==> src/rtl/router_pkg.sv <==
// Shared Router 1x3 definitions: header field positions, sync timeout
// and the destination-reader state encoding.
package router_pkg;

    localparam int HDR_LEN_MSB        = 7;
    localparam int HDR_LEN_LSB        = 2;
    localparam int HDR_ADDR_MSB       = 1;
    localparam int HDR_ADDR_LSB       = 0;
    localparam int SOFT_RESET_TIMEOUT = 30;

    typedef enum logic [2:0] {
        IDLE  = 3'd0,
        WAIT  = 3'd1,
        HDR   = 3'd2,
        HCAP  = 3'd3,
        BODY  = 3'd4,
        DRAIN = 3'd5
    } rx_state_t;

endpackage

==> src/rtl/router_parity_acc.sv <==
// Running XOR register for packet parity.
// Ports: clock/reset, clear (zero), load (set to din), acc (xor din), parity.
module router_parity_acc (
    input  logic       clock,
    input  logic       reset,
    input  logic       clear,
    input  logic       load,
    input  logic       acc,
    input  logic [7:0] din,
    output logic [7:0] parity
);

    always_ff @(posedge clock or posedge reset) begin
        if (reset)
            parity <= 8'h00;
        else if (clear)
            parity <= 8'h00;
        else if (load)
            parity <= din;
        else if (acc)
            parity <= parity ^ din;
    end

endmodule

==> src/rtl/router_dest_rx.sv <==
// Destination-side packet reader for one router output port.
// Ports: clock/reset; vld_out, soft_reset, data_out, stall in;
// read_enb, busy, pkt_done, pkt_abort, pkt_len, parity_err, addr_err, pkt_cnt out.
module router_dest_rx
    import router_pkg::*;
#(
    parameter logic [1:0] PORT_ID     = 2'b00,
    parameter int         START_DELAY = 0
) (
    input  logic       clock,
    input  logic       reset,
    input  logic       vld_out,
    input  logic       soft_reset,
    input  logic [7:0] data_out,
    input  logic       stall,
    output logic       read_enb,
    output logic       busy,
    output logic       pkt_done,
    output logic       pkt_abort,
    output logic [5:0] pkt_len,
    output logic       parity_err,
    output logic       addr_err,
    output logic [7:0] pkt_cnt
);

    localparam logic [5:0] WAIT_LAST =
        (START_DELAY > 0) ? 6'(START_DELAY - 1) : 6'd0;

    rx_state_t  state;
    logic       rd_pend;
    logic [6:0] remaining;
    logic [5:0] hdr_len;
    logic [1:0] hdr_addr;
    logic [5:0] wait_cnt;
    logic [7:0] acc_val;
    logic       abort;
    logic       par_bad;
    logic       addr_bad;

    assign abort    = soft_reset && (state != IDLE);
    assign par_bad  = (acc_val != data_out);
    assign addr_bad = (hdr_addr != PORT_ID);

    always_comb begin
        read_enb = 1'b0;
        if (state == HDR)
            read_enb = 1'b1;
        else if (state == BODY)
            read_enb = vld_out && !stall && (remaining != 7'd0);
        busy = (state != IDLE);
    end

    // Header loads the accumulator; only payload captures in BODY fold in.
    // The parity byte itself is captured in DRAIN and compared, never folded.
    router_parity_acc u_par (
        .clock  (clock),
        .reset  (reset),
        .clear  (abort),
        .load   (state == HCAP),
        .acc    ((state == BODY) && rd_pend),
        .din    (data_out),
        .parity (acc_val)
    );

    always_ff @(posedge clock or posedge reset) begin
        if (reset) begin
            state      <= IDLE;
            rd_pend    <= 1'b0;
            remaining  <= 7'd0;
            hdr_len    <= 6'd0;
            hdr_addr   <= 2'd0;
            wait_cnt   <= 6'd0;
            pkt_done   <= 1'b0;
            pkt_abort  <= 1'b0;
            pkt_len    <= 6'd0;
            parity_err <= 1'b0;
            addr_err   <= 1'b0;
            pkt_cnt    <= 8'd0;
        end else begin
            pkt_done  <= 1'b0;
            pkt_abort <= 1'b0;
            rd_pend   <= read_enb;
            if (abort) begin
                // Flush wins over everything; the in-flight byte is dropped.
                state     <= IDLE;
                pkt_abort <= 1'b1;
                rd_pend   <= 1'b0;
            end else begin
                case (state)
                    IDLE: begin
                        if (vld_out) begin
                            wait_cnt <= 6'd0;
                            state    <= (START_DELAY == 0) ? HDR : WAIT;
                        end
                    end
                    WAIT: begin
                        if (wait_cnt == WAIT_LAST)
                            state <= HDR;
                        else
                            wait_cnt <= wait_cnt + 6'd1;
                    end
                    HDR: state <= HCAP;
                    HCAP: begin
                        hdr_len   <= data_out[HDR_LEN_MSB:HDR_LEN_LSB];
                        hdr_addr  <= data_out[HDR_ADDR_MSB:HDR_ADDR_LSB];
                        // Payload bytes plus the trailing parity byte.
                        remaining <= {1'b0, data_out[HDR_LEN_MSB:HDR_LEN_LSB]}
                                     + 7'd1;
                        state     <= BODY;
                    end
                    BODY: begin
                        if (read_enb) begin
                            remaining <= remaining - 7'd1;
                            if (remaining == 7'd1)
                                state <= DRAIN;
                        end
                    end
                    DRAIN: begin
                        pkt_done   <= 1'b1;
                        pkt_len    <= hdr_len;
                        parity_err <= par_bad;
                        addr_err   <= addr_bad;
                        if (!par_bad && !addr_bad)
                            pkt_cnt <= pkt_cnt + 8'd1;
                        state <= IDLE;
                    end
                    default: state <= IDLE;
                endcase
            end
        end
    end

endmodule

==> config.mk <==
export PLATFORM = sky130hd
export DESIGN_NAME = router_dest_rx
export DESIGN_NICKNAME = d
export VERILOG_FILES = /design/src/rtl/router_pkg.sv /design/src/rtl/router_parity_acc.sv /design/src/rtl/router_dest_rx.sv
export SDC_FILE = /design/constraint.sdc
export NUM_CORES = 1
export LEC_CHECK = 0
export CORE_MARGIN = 3
export CORE_UTILIZATION = 30
export CTS_CLUSTER_SIZE = 10
export DETAILED_ROUTE_END_ITERATION = 16
export GPL_ROUTABILITY_DRIVEN = 0
export GPL_TIMING_DRIVEN = 0
export PLACE_DENSITY_LB_ADDON = 0.1
export SLEW_MARGIN = 20
export SYNTH_ARGS = -nofsm -noshare
export SYNTH_HDL_FRONTEND = slang
export SYNTH_SLANG_ARGS = --single-unit
export TNS_END_PERCENT = 30
==> constraint.sdc <==
create_clock -name clock -period 1.79 [get_ports clock]
set_input_delay 0.358 -clock clock [delete_from_list [all_inputs] [get_ports clock]]
set_output_delay 0.358 -clock clock [all_outputs]
set_load 0.02 [all_outputs]
==> out/metrics.cfg, run 1 <==
[job]
cap_viol_max_count=0

[worst_setup_path]
slowest_delay_ns=0.46
critical_path_buf_inv_count=2
critPathSlowestCell=dfrtp_2
path_class=reg -> out
cp-start-kind=flip-flop
cpLargestDelayFamily=flip-flops
cp_data_required_time_ns=1.43
critPathMaxFanout=5
critPathArrivalTime_ns=1.55
cp-end-kind=primary output
crit_chain=buf_8 > nor4bb_4 > a21oi_2 > nor2_1 > buf_4

[layout]
final_net_count=354
fillers=870
final_cells=461
multiInputGateArea_um2=1630
n_antenna_cell=0
syn2layout_area_growth_pct=34.8
finalInstanceArea_um2=3850
regArea_um2=1280
layout-drive-gt1-share_pct=27.8

[routing]
wl_per_cell_um=15.4
ant_nets=0
dr.pass1.iters=4
wirelength_um=7120
viasPerCell=5.11
route.detailed.drc=0
drt_iter0_drc=52
via_count=2355

[floorplan]
core_um2=8980
ioPinCount=33
dieWidth_um=104
row_count=34
die_area_um2=10700
die_h_um=104
initial_core_util_pct=31.8

[logic_synthesis]
avgSynthCellArea_um2=10.2
synth_edf_count=0
yosysSeqAreaShare_pct=44.7
synth_top_area_cell=dfrtp_1
syn_nets=300
ys.flop_type=dfrtp_1
syn_area_um2=2860
async_reset_ff_share_pct=100
ys_types=54
netlist_instances=280
synth_top_area_share_pct=44.7
yosys_warnings=0
ys_top_cells_by_area=dfrtp_1 (45%), mux2_2 (5.9%), ha_1 (3.1%)
ys_seq_elements=51

[outcome]
violations=negative setup slack
outcome=complete, but fails checks

[sta]
fin_crit_ns=1.90
setup_viol=7
fmax_ghz=0.525
finClkSkew_ns=0.00531
rsz0062_at_grt=yes
hold_viol=0
fin_ws_ns=-0.113
finalCritPeriodShare_pct=106
slew_viol_final=0
maxSlewHeadroom_pct=56.2
worst_slew_pin_slew_ns=0.657

[pwr]
p_leak_nw=1.69
p_per_area_nw_per_um2=1240
vdd.ir_drop.worst_mv=0.351

[placed_design]
port_buffers=31
dpl_cell_area_um2=3330
post-place-cells=437
place_ws_ns=-0.808
dpl.hpwl_um=4710

[clock_tree]
cts_sinks=51
cts_hold_buf=0
cts_tree=done
cts-buffers-inserted=5
htree_levels=2
root_buffer=clkbuf_8
cts.clk_slew.worst_paths_ns=0.10
cts.path.max_buffers=2
clock_latency_ns=0.31

[grt]
antenna_found_initial=0
grt.overflow.total=0
grtUsageTotal_pct=13.2
grt_pass1_vias=2283
grt_max_degree=52
grt_pass1_wl_um=11800

[worst_hold_path]
worstHoldPathType=in -> reg

[sequential cells by signal, indices dropped and copies added, names as in the netlist]
register,flops
addr_err,1
pkt_done,1
u_par.parity,8
pkt_abort,1
parity_err,1
pkt_len,6
pkt_cnt,8
hdr_len,6
wait_cnt,6
rd_pend,1
state,3
remaining,7
hdr_addr,2
[layout by cell type (no fill, tap or decap), drive strengths merged, types with 8 or more instances in the layout]
cell type      Yosys  routed
xor2              10      10
a31oi             11      11
o2111ai            8       8
nor3               8       8
dfrtp             51      51
mux2              16      16
nand2             10      10
nor2              14      14
clkdlybuf4s50      0      20
buf                4      30
inv               22      22
xnor2             10      10
clkbuf            12      11
[synth_stat cells (all sizes together), types with 2 or more instances]
cell	number
a21oi	7
a22oi	2
a31oi	11
and2	3
and3	4
buf	4
clkbuf	12
dfrtp	51
ha	7
inv	22
mux2	16
mux2i	2
nand2	10
nand2b	4
nand3	6
nand3b	3
nand4	7
nor2	14
nor2b	4
nor3	8
nor3b	2
nor4	5
nor4b	2
nor4bb	2
o2111ai	8
o211ai	2
o21ai	7
o22ai	4
o2bb2ai	6
o31a	2
o31ai	7
or3b	2
xnor2	10
xor2	10
[timing repair]
item	CTS	global route
resized for setup	58	45
setup endpoints to repair	44	39
pin swaps	9	9
setup buffers	8	10
[tightest hold or removal path, stage by stage]
cell and delay [ns]:
dlymetal6s2s_1 0.19, inv_1 0.12, o31ai_2 0.07
[report_power, final]
part / leakage, nW / total [W] / switching, W / internal [W]
clock: 0.0505 / 0.000753 / 0.000400 / 0.000353
combinational: 0.971 / 0.00227 / 0.00112 / 0.00116
sequential: 0.671 / 0.00176 / 0.000286 / 0.00148
total: 1.69 / 0.00479 / 0.00181 / 0.00299
[worst paths after layout]
check | start | end | depth (start not counted) | slack (ns)
hold reg to reg | pkt_cnt[7] | pkt_cnt[7] | 1 | 0.48
min in group asynchronous | reset | pkt_cnt[6] | 2 | 0.50
hold / removal | data_out[3] | u_par.parity[3] | 3 | 0.47
setup reg to reg | state[1] | remaining[6] | 6 | -0.05
max in group asynchronous | reset | state[1] | 2 | 0.83
setup / recovery | state[1] | read_enb | 5 | -0.11
[logic make-up (layout without fill, tap and decap cells)]
group / Yosys count / in the layout / synth area share (%)
flip-flops: 51 / 51 / 44.7
AND/OR/NAND/NOR: 82 / 82 / 17.1
adder cells (fa/ha/maj): 7 / 7 / 3.07
buffers and inverters: 38 / 93 / 5.39
AO/OA/AOI/OAI: 64 / 64 / 16.5
XOR/XNOR: 20 / 20 / 6.13
multiplexers: 18 / 18 / 7.14
[per-stage QoR]
| step | power, W | utilization (%) | hold WS (ns) | TNS [ns] |
|---|---|---|---|---|
| 5_1_grt | 0.00512 | 42.9 | 0.487 | -1.00 |
| 3_5_place_dp | 0.00348 | 37.1 | 0.473 | -25.24 |
| 2_1_floorplan | 0.00295 | - | 0.457 | -0.0494 |
| 4_1_cts | 0.00450 | 40.5 | 0.453 | -0.849 |
| 3_3_place_gp | 0.00346 | 37.0 | 0.463 | -78.05 |
| 6_report | 0.00479 | 42.9 | 0.469 | -0.365 |
[layout make-up]
type                    instances  share of cell area (%)
inverters                      22                    2.21
clock inverters                 1                   0.195
repair buffers                 49                    12.3
well taps                     126                    4.09
clock buffers                   7                    2.50
flip-flops and latches         51                    33.2
plain buffers                  14                    3.18
multi-input cells             191                    42.3
[per-layer routing]
layer	GRT usage, %	part of all wire (%)	wire (µm)	up-vias
met5	0	0	0	-
met4	3.99	1.3	90	0
met3	2.55	2.9	205	7
li1	-	-	-	1135
met2	21.2	49	3500	37
met1	18.2	47	3330	1176
Note: power is estimated with default switching activity, not from simulation.
==> run 2, diff against run 1 <==
- CORE_UTILIZATION: 30 -> 51
==> run 2 against run 1 <==
  * The run still ends with negative setup slack left
  * Maximum frequency is 4.1% lower
  * Sequential cell count stayed put
  * Worst hold slack got worse by 0.19 ns
  * Critical endpoint is now busy
  * Highest routed layer unchanged
==> out/metrics.cfg, run 2 (synthesis results as in run 1) <==
[pwr]
seq_power_share_pct=35.2  ; was 36.8%
switchingPower_w=0.00181  ; about the same
p_sw_share_pct=36.2  ; was 37.7%
comb_power_share_pct=45.9  ; was 47.5%
cell_internal_pwr_w=0.00318  ; was 0.00299 W
p_leak_nw=1.75  ; was 1.69 nW
vdd.ir_drop.worst_mv=0.739  ; was 0.351 mV
clkPwrFrac_pct=18.9  ; was 15.7%
p_per_area_nw_per_um2=1300  ; was 1240 nW/µm²

[clock_tree]
clock_latency_ns=0.31  ; about the same
cts.path.max_buffers=2  ; unchanged
cts.clk_slew.worst_paths_ns=0.09  ; was 0.10 ns
cts_hold_buf=0  ; unchanged
cts-buffers-inserted=5  ; unchanged
htree_levels=2  ; unchanged
cts_tree=done  ; unchanged
cts_sinks=51  ; unchanged
root_buffer=clkbuf_8  ; unchanged

[worst_setup_path]
rrSetupSlack_ns=-0.04  ; was -0.05 ns
slowest_delay_ns=0.45  ; was 0.46 ns
rr_startpoint=state[1]  ; unchanged
critPathSlowestCell=dfrtp_2  ; unchanged
cpLargestDelayFamily=buffers and inverters  ; was flip-flops
cp-end-kind=primary output  ; unchanged
critPathMaxFanout=5  ; unchanged
critPathMostFrequentCell=buf_4
critPathArrivalTime_ns=1.63  ; was 1.55 ns
cp.depth=5  ; unchanged
crit_chain=buf_8 > buf_4 > buf_4 > or3_4 > buf_6  ; was buf_8 > nor4bb_4 > a21oi_2 > nor2_1 > buf_4
critPathLaunch=state[1]  ; unchanged
cp_data_required_time_ns=1.43  ; about the same
path_class=reg -> out  ; unchanged
cp-start-kind=flip-flop  ; unchanged
worstRegToRegCells=6  ; unchanged
critical_path_buf_inv_count=4  ; was 2

[outcome]
outcome=complete, but fails checks  ; unchanged
violations=negative setup slack  ; unchanged

[routing]
route.detailed.drc=0  ; unchanged
viasPerCell=5.96  ; was 5.11
via_count=2479  ; was 2,355
dr.pass1.iters=4  ; unchanged
wirelength_um=7030  ; was 7120 µm
drt_iter0_drc=258  ; was 52
wl_per_cell_um=16.9  ; was 15.4 µm
ant_nets=0  ; unchanged

[sta]
finalCritPeriodShare_pct=111  ; was 106%
fin_ws_ns=-0.195  ; was -0.113 ns
holdWs_ns=0.281  ; was 0.469 ns
worst_slew_pin_slew_ns=0.417  ; was 0.657 ns
maxSlewHeadroom_pct=71.9  ; was 56.2%
hold_viol=0  ; unchanged
fin_crit_ns=1.99  ; was 1.90 ns
slew_viol_final=0  ; unchanged
finClkSkew_ns=0.00377  ; was 0.00531 ns
fmax_ghz=0.504  ; was 0.525 GHz
rsz0062_at_grt=yes  ; unchanged
setup_viol=14  ; was 7

[floorplan]
row_count=26  ; was 34
ioPinCount=33  ; unchanged
dieWidth_um=80.8  ; was 104 µm
die_h_um=80.8  ; was 104 µm
die_area_um2=6530  ; was 10,700 µm²
initial_core_util_pct=54.2  ; was 31.8%
core_um2=5270  ; was 8980 µm²

[grt]
grt_max_degree=25  ; was 52
antenna_found_initial=0  ; unchanged
grt_pass1_wl_um=11500  ; was 11,800 µm
grt_pass1_vias=2390  ; was 2,283
grt.overflow.total=0  ; unchanged
grtUsageTotal_pct=22.6  ; was 13.2%

[layout]
final_net_count=365  ; was 354
reg.largest.list=pkt_cnt x8, u_par.parity x8, remaining x7  ; unchanged
syn2layout_area_growth_pct=34.1  ; was 34.8%
regArea_um2=1280  ; unchanged
n_antenna_cell=0  ; unchanged
multiInputGateArea_um2=1560  ; was 1630 µm²
final_cell_mix=dfrtp_1 (48), buf_4 (29), clkdlybuf4s50_1 (23)  ; was dfrtp_1 (48), inv_1 (20), clkdlybuf4s50_1 (20)
fillers=385  ; was 870
mostFrequentLayoutCell=dfrtp_1  ; unchanged
layout-drive-gt1-share_pct=27.2  ; was 27.8%

[job]
cap_viol_max_count=0  ; unchanged

[worst_hold_path]
worstHoldPathType=in -> async  ; was in -> reg

[placed_design]
dpl.hpwl_um=4510  ; was 4710 µm
place_ws_ns=-0.755  ; was -0.808 ns
port_buffers=31  ; unchanged

-- run 2: area by class of cell --
| class | count | area share, % |
|---|---|---|
| buffer | 13 | 2.91 |
| clock buffer | 6 | 1.89 |
| clock inverter | 2 | 1.57 |
| inverter | 22 | 2.16 |
| multi-input combinational | 191 | 40.7 |
| sequential | 51 | 33.4 |
| tap | 70 | 2.29 |
| timing repair buffer | 61 | 15.1 |
-- run 2: power by group through the flow --
stage | sequential (W) | combinational, W | clock [W]
CTS | 0.00175 | 0.00212 | 0.000957
finish | 0.00176 | 0.00229 | 0.000945
floorplan | 0.00175 | 0.00121 | 0
global placement | 0.00173 | 0.00168 | 0
detailed placement | 0.00175 | 0.00174 | 0
global route | 0.00180 | 0.00249 | 0.00101
-- run 2: repair_timing --
item / 4_1_cts / 5_1_grt
setup buffers: 22 / 6
pin swaps: 12 / 8
endpoints found under the setup margin: 44 / 31
gates resized for setup: 56 / 20
hold endpoints to repair: 0 / 0
-- run 2: final timing paths --
| path | end |
|---|---|
| max | busy |
| min | wait_cnt[5] |
| max reg2reg | u_par.parity[1] |
| min reg2reg | pkt_cnt[7] |
| max in group asynchronous | hdr_addr[1] |
| min in group clock | u_par.parity[5] |
-- run 2: worst register-to-register path: cells and delay by family, from the launching register on --
kind                   cells  cell delay [ns]
AOI/OAI and AO/OA          3             0.67
buffers and inverters      2             0.45
DFF                        1             0.45
and+or+nand+nor            1             0.17
-- run 2: per-layer routing --
layer | vias up | routed length, µm | GRT usage [%]
li1 | 1159 | - | -
met1 | 1241 | 3010 | 29.0
met2 | 70 | 3610 | 39.1
met3 | 9 | 326 | 3.99
met4 | 0 | 87 | 6.25
met5 | - | 0 | 0
-- run 2: metrics by stage --
| stage | TNS, ns | utilization (%) | area (µm²) | total power [W] | instances |
|---|---|---|---|---|---|
| 2_1_floorplan | -0.0494 | - | 2860 | 0.00295 | 280 |
| 5_1_grt | -2.33 | 72.7 | 3830 | 0.00530 | 416 |
| 3_3_place_gp | -65.94 | 61.7 | 3250 | 0.00341 | 381 |
| 3_5_place_dp | -23.08 | 62.6 | 3300 | 0.00349 | 383 |
| 4_1_cts | -0.629 | 71.0 | 3740 | 0.00482 | 411 |
| 6_report | -0.578 | 72.7 | 3830 | 0.00499 | 416 |
